<file path="src/rtl/game_flow_ctrl_pkg.sv">
// Shared definitions for the game flow sequencer and its sibling play-field blocks.
// Latency: n/a (types and constants only).
// Backpressure: n/a.
//
// Contents: state encoding (IDLE/PLAY/OVER) and the widths of the lives
// register and the two frame counters.
package game_flow_ctrl_pkg;

    localparam int LIVES_W = 3;
    localparam int BLINK_W = 8;
    localparam int HOLD_W  = 10;

    typedef enum logic [1:0] {
        ST_IDLE = 2'd0,
        ST_PLAY = 2'd1,
        ST_OVER = 2'd2
    } state_e;

    // Lives reload value at the register width.
    function automatic logic [LIVES_W-1:0] lives_init(input int n);
        return LIVES_W'(n);
    endfunction

endpackage

</file>
<file path="src/rtl/game_flow_ctrl_frame_timer.sv">
// Frame-tick counter with synchronous clear and terminal-count flag.
// Latency: tc_o reflects the registered count (one cycle after the counting tick).
// Backpressure: none; every qualified tick is counted.
//
// Ports:
//   clk, rst_n  - clock, asynchronous active-low reset (count -> 0)
//   clear_i     - synchronous clear, has priority over tick_i
//   tick_i      - count enable (already qualified by the parent)
//   tc_o        - count equals TERM
// SAT=1: the count holds at TERM. SAT=0: a tick at TERM wraps the count to 0.
module frame_timer #(
    parameter int W    = 8,
    parameter int TERM = 1,
    parameter bit SAT  = 1'b0
) (
    input  logic clk,
    input  logic rst_n,
    input  logic clear_i,
    input  logic tick_i,
    output logic tc_o
);

    localparam logic [W-1:0] TERM_C = W'(TERM);

    logic [W-1:0] cnt_q;
    logic [W-1:0] cnt_d;

    assign tc_o = (cnt_q == TERM_C);

    always_comb begin
        cnt_d = cnt_q;
        if (clear_i) begin
            cnt_d = '0;
        end else if (tick_i) begin
            if (tc_o) begin
                cnt_d = SAT ? cnt_q : '0;
            end else begin
                cnt_d = cnt_q + 1'b1;
            end
        end
    end

    always_ff @(posedge clk or negedge rst_n) begin
        if (!rst_n) begin
            cnt_q <= '0;
        end else begin
            cnt_q <= cnt_d;
        end
    end

endmodule

</file>
<file path="src/rtl/game_flow_ctrl.sv">
// Game-state sequencer: lives tracking, IDLE/PLAY/OVER flow, GAME OVER overlay blink.
// Latency: all outputs registered; an input sampled at edge N shows after edge N.
// Backpressure: none; miss/bomb/frame_tick are single-cycle pulses consumed as they arrive.
//
// Ports:
//   clk, rst_n   - clock, asynchronous active-low reset
//   frame_tick   - one pulse per video frame
//   start        - debounced start button level (acted on at its rising edge)
//   miss, bomb   - play-field event pulses
//   play_en      - high only in PLAY
//   over_en      - GAME OVER overlay enable (blinks, then steady)
//   lives        - remaining lives
//   state        - IDLE=0, PLAY=1, OVER=2
module game_flow_ctrl
    import game_flow_ctrl_pkg::*;
#(
    parameter int LIVES        = 3,
    parameter int BLINK_FRAMES = 30,
    parameter int HOLD_FRAMES  = 120
) (
    input  logic               clk,
    input  logic               rst_n,
    input  logic               frame_tick,
    input  logic               start,
    input  logic               miss,
    input  logic               bomb,
    output logic               play_en,
    output logic               over_en,
    output logic [LIVES_W-1:0] lives,
    output logic [1:0]         state
);

    localparam logic [LIVES_W-1:0] LIVES_C = lives_init(LIVES);
    localparam logic [LIVES_W-1:0] ONE_C   = LIVES_W'(1);

    state_e             state_q;
    logic               play_en_q;
    logic               over_en_q;
    logic [LIVES_W-1:0] lives_q;
    // Resets to 1 so a button held through reset does not look like an edge.
    logic               start_q;

    logic start_edge;
    logic in_over;
    logic hold_done;
    logic blink_tc;
    logic restart;
    logic blink_toggle;

    assign start_edge = start & ~start_q;
    assign in_over    = (state_q == ST_OVER);
    assign restart    = in_over & hold_done & start_edge;

    // Blinking freezes once the hold window has elapsed; over_en is then held at 1.
    assign blink_toggle = frame_tick & in_over & ~hold_done & blink_tc;

    // Both timers sit at zero outside OVER, so OVER is always entered with
    // fresh counts. A tick in the restart cycle is masked so it cannot leak
    // into the next game's counters.
    frame_timer #(
        .W    (BLINK_W),
        .TERM (BLINK_FRAMES - 1),
        .SAT  (1'b0)
    ) u_blink_timer (
        .clk     (clk),
        .rst_n   (rst_n),
        .clear_i (~in_over),
        .tick_i  (frame_tick & in_over & ~hold_done),
        .tc_o    (blink_tc)
    );

    frame_timer #(
        .W    (HOLD_W),
        .TERM (HOLD_FRAMES),
        .SAT  (1'b1)
    ) u_hold_timer (
        .clk     (clk),
        .rst_n   (rst_n),
        .clear_i (~in_over),
        .tick_i  (frame_tick & in_over & ~restart),
        .tc_o    (hold_done)
    );

    always_ff @(posedge clk or negedge rst_n) begin
        if (!rst_n) begin
            state_q   <= ST_IDLE;
            play_en_q <= 1'b0;
            over_en_q <= 1'b0;
            lives_q   <= LIVES_C;
            start_q   <= 1'b1;
        end else begin
            start_q <= start;
            case (state_q)
                ST_IDLE: begin
                    lives_q <= LIVES_C;
                    if (start_edge) begin
                        state_q   <= ST_PLAY;
                        play_en_q <= 1'b1;
                    end
                end
                ST_PLAY: begin
                    // Bomb takes priority so a coincident miss never decrements first.
                    if (bomb || (miss && (lives_q <= ONE_C))) begin
                        lives_q   <= '0;
                        state_q   <= ST_OVER;
                        play_en_q <= 1'b0;
                        over_en_q <= 1'b1;
                    end else if (miss) begin
                        lives_q <= lives_q - ONE_C;
                    end
                end
                ST_OVER: begin
                    if (restart) begin
                        state_q   <= ST_PLAY;
                        play_en_q <= 1'b1;
                        over_en_q <= 1'b0;
                        lives_q   <= LIVES_C;
                    end else if (hold_done) begin
                        over_en_q <= 1'b1;
                    end else if (blink_toggle) begin
                        over_en_q <= ~over_en_q;
                    end
                end
                default: begin
                    state_q   <= ST_IDLE;
                    play_en_q <= 1'b0;
                    over_en_q <= 1'b0;
                    lives_q   <= LIVES_C;
                end
            endcase
        end
    end

    assign play_en = play_en_q;
    assign over_en = over_en_q;
    assign lives   = lives_q;
    assign state   = state_q;

endmodule
</file>
<file path="config.mk">
export PLATFORM = sky130hd
export DESIGN_NAME = game_flow_ctrl
export DESIGN_NICKNAME = d
export VERILOG_FILES = /design/src/rtl/game_flow_ctrl_pkg.sv /design/src/rtl/game_flow_ctrl_frame_timer.sv /design/src/rtl/game_flow_ctrl.sv
export SDC_FILE = /design/constraint.sdc
export NUM_CORES = 1
export LEC_CHECK = 0
export CORE_ASPECT_RATIO = 0.75
export CORE_MARGIN = 3
export CORE_UTILIZATION = 25
export CTS_CLUSTER_SIZE = 28
export DETAILED_ROUTE_END_ITERATION = 10
export PLACE_DENSITY = 0.52
export SKIP_CTS_REPAIR_TIMING = 1
export SLEW_MARGIN = 10
export SYNTH_ARGS = -nofsm -noshare
export SYNTH_HDL_FRONTEND = slang
export SYNTH_HIERARCHICAL = 1
export SYNTH_SLANG_ARGS = --single-unit
</file>
<file path="constraint.sdc">
create_clock -name clk -period 3.9 [get_ports clk]
set_clock_uncertainty 0.15 [all_clocks]
set_input_delay 0.585 -clock clk [delete_from_list [all_inputs] [get_ports clk]]
set_output_delay 0.585 -clock clk [all_outputs]
set_load 0.02 [all_outputs]
</file>
==> results_dict.tcl, run 1 <==
set metrics [dict create \
    cts_inserted_buffers 3 \
    endpoint_kind "register" \
    io_pins 13 \
    finalHoldViolCount 0 \
    cp.arrival_ns 2.94 \
    clk_path_buf_depth 2 \
    die_y_um 74.94 \
    cp.required_ns 3.95 \
    drv_slew 0 \
    worstSetupPathType "reg2reg" \
    ys_ff_latch 26 \
    globalRouteOverflowTotal 0 \
    dieArea_um2 7337 \
    cp-start-kind "register" \
    crit_fanout 21 \
    slew_headroom_pct 57.70 \
    coreArea_um2 5976 \
    synth_xor_area_share_pct 2.212 \
    layout_common_cells "23 x dfrtp_1, 17 x a21oi_1, 15 x inv_1" \
    synth_fp_nets 181 \
    grt_pass1_wl_um 5768 \
    finalSetupViolCount 0 \
    yosys.area_share.simple_pct 20.85 \
    vias 1242 \
    wirelength_um 3215 \
    final_util_pct 30.84 \
    period_share_pct 74.14 \
    dr.pass1.iters 4 \
    fp.dieW_um 97.92 \
    fin_nets 196 \
    synth.distinct_cells 42 \
    rsz0062_at_grt "no" \
    vias_per_cell 4.833 \
    postRouteAntennaNets 0 \
    area_growth_syn_to_layout_pct 16.35 \
    clkTransAtPathRegs_ns 0.09 \
    yosysSeqAreaShare_pct 41.31 \
    irDropWorstVdd_uv 302.5 \
    initial_utilization_pct 26.51 \
    drive_gt1_share_pct 10.06 \
    hpwl_um 2316 \
    netlist_instances 165 \
    min_period_ns 2.891 \
    cap_violations 0 \
    leakagePower_uw 0.0007171 \
    netlist_area_um2 1584 \
    synth_top_family_by_area "compound AO/OA/AOI/OAI gates" \
    wl_per_cell_um 12.51 \
    grt_pass1_vias 1170 \
    gp_congestion 0.7261 \
    antenna_cells 0 \
    fmax_mhz 345.9 \
    numPortBuffers 12 \
    synth_warnings 6 \
    clk_latency_ns 0.27 \
    antenna_found_initial 0 \
    synth-compound-area-share_pct 23.46 \
    clock_sinks 26 \
    cts_tree "yes" \
    power.total_uw 892.6 \
    layout_commonest_cell "dfrtp_1" \
    grt.total_usage_pct 9.681 \
    syn_avg_cell_area_um2 9.600 \
    tns_ns 0 \
    status "completed" \
    cts_root_buf "clkbuf_8" \
    whs_ns 0.3824 \
    worst_slew_pin_slew_ns 0.6339 \
    rows 24 \
    drc 0 \
    drt_iter0_markers 87 \
    hp-class "reg2reg" \
    synth.mux.area_fraction_pct 0 \
    p_per_area_nw_per_um2 484.3 \
    grt_max_degree 27 \
    synth-adder-area-share_pct 7.899 \
    ctsHtreeMaxLevel 1 \
]
==> power by group <==
part,switching [uW],total (uW),internal (uW)
Combinational,223,389,166
Sequential,32.9,341,308
Clock,88.9,162,73.4
==> cell type report <==
cell class                      instances  area [um2]
Tap cell                               78       97.59
Multi-Input combinational cell        121       862.1
Inverter                               15       56.30
Clock buffer                            4       45.04
Sequential cell                        26       654.4
Timing Repair Buffer                   13       127.6
Fill cell                             610        4133
==> worst paths after layout <==
path	start	endpoint	slack, ns	cells after the start
max reg2reg	state[0]$_DFFE_PN0P_	u_hold_timer/cnt_q[9]$_DFFE_PN0P_	1.01	8
min reg2reg	lives[2]$_DFFE_PN0P_	lives[2]$_DFFE_PN0P_	0.38	1
min in group asynchronous	rst_n	lives[2]$_DFFE_PN0P_	0.52	2
min	lives[2]$_DFFE_PN0P_	lives[2]$_DFFE_PN0P_	0.38	1
max in group asynchronous	rst_n	start_q$_DFF_PN1_	2.78	2
max	state[0]$_DFFE_PN0P_	u_hold_timer/cnt_q[9]$_DFFE_PN0P_	1.01	8
==> per-stage QoR <==
stage,area (um2),cells,setup slack [ns]
after floorplan,1584,165,1.328
after global placement,1798,253,1.020
after detailed placement,1798,253,0.9645
after CTS,1843,257,0.9682
after global routing,1843,257,0.6397
final,1843,257,1.009
==> worst max-delay path, stage by stage, from the launching register on <==
cell,delay (ns)
dfrtp_1,0.42
inv_1,0.11
ha_1,0.21
inv_1,0.29
a21oi_2,0.33
and2_1,0.35
nand4_1,0.28
or4_1,0.53
a21oi_1,0.15
==> cells by family after synthesis <==
family                     Yosys count
AOI/OAI and AO/OA                   52
adders and majority gates           10
and+or+nand+nor                     55
xor gates and xnor gates             4
buffers and inverters               18
DFF                                 26
==> flip-flops by register name (all words and copies together) (netlist names) <==
signal               flops
play_en                  1
u_hold_timer/cnt_q      10
start_q                  1
u_blink_timer/cnt_q      8
over_en                  1
state                    2
lives                    3
==> synthesized netlist by cell type, drive strengths merged <==
library cell,number,area share (%)
a211o,1,0.55
a211oi,1,0.47
a21oi,18,5.9
a2bb2oi,1,0.55
a31oi,1,1.3
a32o,1,0.63
and2,1,0.40
and3,1,0.40
and3b,1,0.55
clkbuf,3,0.71
dfrtp,23,36
dfstp,3,5.0
ha,10,7.9
inv,15,3.6
nand2,9,2.3
nand2b,3,1.2
nand3,3,0.95
nand3b,1,0.47
nand4,5,2.0
nor2,9,2.1
nor2b,4,2.1
nor3,2,0.63
nor3b,1,0.47
o2111ai,3,1.7
o211ai,1,0.79
o21a,1,0.47
o21ai,15,4.7
o21bai,1,0.71
o2bb2ai,3,1.7
o31ai,3,2.3
o32a,1,0.63
o41ai,1,1.0
or2,1,0.55
or3,8,3.2
or4,4,1.9
or4b,2,1.7
xor2,4,2.2
==> metal layers <==
metal	share of wire, %	vias to the layer above	global-route usage, %
met1	56	583	14.33
met5	0	-	0
met3	3.1	4	2.500
met2	40	18	14.33
met4	0.87	0	1.843
li1	-	637	-
(Power assumes the default switching activity.)
==> inputs of run 2 (changes only) <==
==> constraint.sdc (replaced) <==
create_clock -name clk -period 3 [get_ports clk]
set_clock_uncertainty 0.15 [all_clocks]
set_input_delay 0.45 -clock clk [delete_from_list [all_inputs] [get_ports clk]]
set_output_delay 0.45 -clock clk [all_outputs]
set_load 0.02 [all_outputs]
==> results_dict.tcl, run 2 (synthesized netlist as in run 1, its figures left out) <==
set metrics [dict create \
    antenna_cells 0 \
    r2r_slack_ns 0.26 \
    io_pins 13 \
    die_y_um 74.94 \
    drc 0 \
    globalRouteOverflowTotal 0 \
    wl_per_cell_um 12.63 \
    hp-class "reg2reg" \
    fin_nets 198 \
    cts_inserted_buffers 3 \
    fp.dieW_um 97.92 \
    irDropWorstVdd_uv 353.0 \
    clkTransAtPathRegs_ns 0.10 \
    p_per_area_nw_per_um2 628.2 \
    cp-start-kind "register" \
    cts_tree "yes" \
    clock_sinks 26 \
    gp_congestion 0.7280 \
    drt_iter0_markers 96 \
    cp.arrival_ns 2.79 \
    hpwl_um 2363 \
    cp.required_ns 3.06 \
    fmax_mhz 365.5 \
    worst_slew_pin_slew_ns 0.4673 \
    drive_gt1_share_pct 11.05 \
    grt_pass1_wl_um 5961 \
    clk_path_buf_depth 2 \
    crit_fanout 9 \
    layout_commonest_cell "dfrtp_1" \
    antenna_found_initial 0 \
    ctsHtreeMaxLevel 1 \
    vias 1271 \
    grt.total_usage_pct 9.962 \
    slew_headroom_pct 68.61 \
    vias_per_cell 4.907 \
    largest_register_ff_count 10 \
    layout_common_cells "23 x dfrtp_1, 17 x a21oi_1, 15 x inv_1" \
    clk_latency_ns 0.27 \
    cts_root_buf "clkbuf_8" \
    rsz0062_at_grt "no" \
    coreArea_um2 5976 \
    rows 24 \
    period_share_pct 91.19 \
    largest-register "u_hold_timer/cnt_q" \
    finalHoldViolCount 0 \
    cap_violations 0 \
    initial_utilization_pct 26.51 \
    place_area_um2 1813 \
    dieArea_um2 7337 \
    endpoint_kind "register" \
    area_growth_syn_to_layout_pct 17.30 \
    numPortBuffers 12 \
    leakagePower_uw 0.0007257 \
    dr.pass1.iters 4 \
    stdcell_area_um2 1858 \
    wirelength_um 3272 \
    tns_ns 0 \
    finalSetupViolCount 0 \
    whs_ns 0.3793 \
    min_period_ns 2.736 \
    status "completed" \
    drv_slew 0 \
    worstSetupPathType "reg2reg" \
    postRouteAntennaNets 0 \
    grt_pass1_vias 1264 \
    grt_max_degree 27 \
]
==> run 2: cell count changes in the layout (fill, tap and decap cells not counted) <==
cell   delta
buf_4     +2
==> run 2: path summary, 6_finish.rpt <==
| check | from | endpoint | cells past startpoint |
|---|---|---|---|
| hold reg to reg | lives[2]$_DFFE_PN0P_ | lives[2]$_DFFE_PN0P_ | 1 |
| setup reg to reg | u_hold_timer/cnt_q[0]$_DFFE_PN0P_ | u_hold_timer/cnt_q[9]$_DFFE_PN0P_ | 9 |
| min in group asynchronous | rst_n | u_hold_timer/cnt_q[4]$_DFFE_PN0P_ | 2 |
| max in group asynchronous | rst_n | lives[0]$_DFFE_PN1P_ | 2 |
| setup / recovery | u_hold_timer/cnt_q[0]$_DFFE_PN0P_ | u_hold_timer/cnt_q[9]$_DFFE_PN0P_ | 9 |
| hold / removal | lives[2]$_DFFE_PN0P_ | lives[2]$_DFFE_PN0P_ | 1 |
==> run 2: critical path: stages, from the launching register on <==
cell,delay [ns]
dfrtp_1,0.42
inv_1,0.06
ha_1,0.18
or4b_4,0.22
nor3_1,0.08
a21oi_2,0.27
and2_1,0.34
nand4_1,0.27
or4_1,0.53
a21oi_1,0.15
==> run 2: layer usage <==
| layer | global-route usage [%] | wire length (um) |
|---|---|---|
| met5 | 0 | 0 |
| met1 | 13.65 | 1747 |
| met4 | 2.611 | 19 |
| met3 | 3.056 | 127 |
| met2 | 15.46 | 1378 |
==> run 2: final cells by class <==
type	instances	area (um2)
inverters	15	56.30
flip-flops and latches	26	654.4
multi-input cells	121	862.1
fillers	604	4118
clock buffers	4	45.04
repair buffers	15	142.6
well taps	78	97.59
==> run 2: metrics by stage <==
stage               total power (uW)  cells  worst slack [ns]  utilization [%]
floorplan                      800.2    165            0.4278                -
detailed placement             971.4    255            0.2132            30.34
finish                          1167    259            0.2643            31.09
global route                    1273    259           0.01637            31.09
CTS                             1191    259            0.2411            31.09
global placement               974.6    255            0.2572            30.34
==> run 2: power breakdown <==
part / leakage (uW) / internal (uW) / switching [uW]
clock: 0.0000228 / 95.2 / 114
combinational: 0.000355 / 224 / 292
sequential: 0.000347 / 401 / 42.3
total: 0.000726 / 720 / 448
==> inputs of run 3 (changes only) <==
--- a/config.mk
+++ b/config.mk
@@ -10,7 +10,7 @@
 export CORE_UTILIZATION = 25
 export CTS_CLUSTER_SIZE = 28
 export DETAILED_ROUTE_END_ITERATION = 10
-export PLACE_DENSITY = 0.52
+export PLACE_DENSITY = 0.53
 export SKIP_CTS_REPAIR_TIMING = 1
 export SLEW_MARGIN = 10
 export SYNTH_ARGS = -nofsm -noshare
==> constraint.sdc (replaced) <==
create_clock -name clk -period 2.3 [get_ports clk]
set_clock_uncertainty 0.15 [all_clocks]
set_input_delay 0.345 -clock clk [delete_from_list [all_inputs] [get_ports clk]]
set_output_delay 0.345 -clock clk [all_outputs]
set_load 0.02 [all_outputs]
==> results_dict.tcl, run 3 (synthesized netlist as in run 1, its figures left out) <==
set metrics [dict create \
    wl_per_cell_um 12.12 \
    drc 0 \
    drv_slew 0 \
    period_share_pct 101.6 \
    p_per_area_nw_per_um2 826.3 \
    grt_max_degree 27 \
    worst_slew_pin_slew_ns 0.3684 \
    vias_per_cell 4.701 \
    drive_gt1_share_pct 25.51 \
    failed_checks "setup timing" \
    numPortBuffers 12 \
    irDropWorstVdd_uv 520.9 \
    power.total_uw 1702 \
    cts_tree "yes" \
    dieArea_um2 7337 \
    ctsHtreeMaxLevel 1 \
    cap_violations 0 \
    tns_ns -0.08705 \
    layout_common_cells "22 x dfrtp_1, 17 x buf_4, 16 x a21oi_1" \
    endpoint_kind "register" \
    clk_path_buf_depth 2 \
    dr.pass1.iters 4 \
    status "complete, but fails checks" \
    globalRouteOverflowTotal 0 \
    reg2reg_to "lives[1]$_DFFE_PN1P_" \
    cp-start-kind "register" \
    finalSetupViolCount 7 \
    rsz0062_at_grt "yes" \
    rr_worst_depth 8 \
    postRouteAntennaNets 0 \
    r2r_slack_ns -0.04 \
    coreArea_um2 5976 \
    fin_nets 213 \
    hp-class "in2async" \
    stdcell_count 274 \
    min_period_ns 2.336 \
    drt_iter0_markers 56 \
    fmax_mhz 428.1 \
    antenna_cells 0 \
    r2r_start "u_hold_timer/cnt_q[0]$_DFFE_PN0P_" \
    layout_commonest_cell "dfrtp_1" \
    cp.arrival_ns 2.39 \
    slowest_delay_ns 0.50 \
    cts_inserted_buffers 3 \
    largest-register "u_hold_timer/cnt_q" \
    hpwl_um 2318 \
    clkTransAtPathRegs_ns 0.09 \
    clk_latency_ns 0.27 \
    initial_utilization_pct 26.51 \
    leakagePower_uw 0.0008175 \
    largest_register_ff_count 10 \
    crit_buf_inv 2 \
    cp_slowest_cell "or4b_4" \
    path_cells "inv_1 -> ha_2 -> or4b_4 -> nor3_4 -> a21oi_2 -> buf_4 -> or2_4 -> o32a_1" \
    io_pins 13 \
    grt.total_usage_pct 9.642 \
    slew_headroom_pct 75.44 \
    grt_pass1_wl_um 5685 \
    die_y_um 74.94 \
    antenna_found_initial 0 \
    rows 24 \
    stdcell_area_um2 2059 \
    setup_ws_ns -0.03602 \
    fp.dieW_um 97.92 \
    finalHoldViolCount 0 \
    cp.required_ns 2.35 \
    gp_congestion 0.7826 \
    place_area_um2 1917 \
    grt_pass1_vias 1211 \
    clock_sinks 26 \
    final_util_pct 34.46 \
    dp_cells 268 \
    vias 1288 \
    wirelength_um 3322 \
    cts_root_buf "clkbuf_8" \
    crit_fanout 5 \
    worstSetupPathType "reg2reg" \
    area_growth_syn_to_layout_pct 30.02 \
    crit_family "simple AND/OR/NAND/NOR gates" \
]
[run 3: worst max path at each step]
stage                                      startpoint                            endpoint  cells after the start
finish              u_hold_timer/cnt_q[0]$_DFFE_PN0P_                lives[1]$_DFFE_PN1P_                      8
global route        u_hold_timer/cnt_q[0]$_DFFE_PN0P_   u_hold_timer/cnt_q[3]$_DFFE_PN0P_                     10
CTS                 u_hold_timer/cnt_q[1]$_DFFE_PN0P_  u_blink_timer/cnt_q[6]$_DFFE_PN0P_                      9
detailed placement  u_hold_timer/cnt_q[1]$_DFFE_PN0P_  u_blink_timer/cnt_q[2]$_DFFE_PN0P_                      9
global placement    u_hold_timer/cnt_q[0]$_DFFE_PN0P_  u_blink_timer/cnt_q[2]$_DFFE_PN0P_                      9
floorplan           u_hold_timer/cnt_q[3]$_DFFE_PN0P_   u_hold_timer/cnt_q[9]$_DFFE_PN0P_                      9
[run 3: layout make-up]
class,count,area (um2)
Clock buffer,3,41.29
Fill cell,601,3916
Tap cell,78,97.59
Clock inverter,1,30.03
Multi-Input combinational cell,121,919.6
Inverter,15,56.30
Sequential cell,26,655.6
Timing Repair Buffer,30,259.0
[run 3: metal layers]
metal / up-vias / GRT usage [%] / part of all wire [%]
li1: 666 / - / -
met1: 604 / 13.50 / 54
met2: 16 / 14.48 / 42
met3: 2 / 2.685 / 3.3
met4: 0 / 3.226 / 0.72
met5: - / 0 / 0
[run 3: report_power, final]
group          internal, uW  switching (uW)  leakage (uW)  total (uW)
combinational           338             406      0.000436         744
sequential              524            55.3      0.000346         579
clock                   233             145     0.0000357         378
[run 3: metrics by stage]
stage          hold WS (ns)  setup slack [ns]
5_1_grt              0.3244           -0.1651
3_3_place_gp         0.3700          -0.04855
2_1_floorplan       -0.1006          -0.09840
6_report             0.2868          -0.03602
4_1_cts              0.2859           -0.1633
3_5_place_dp         0.3525           -0.1292
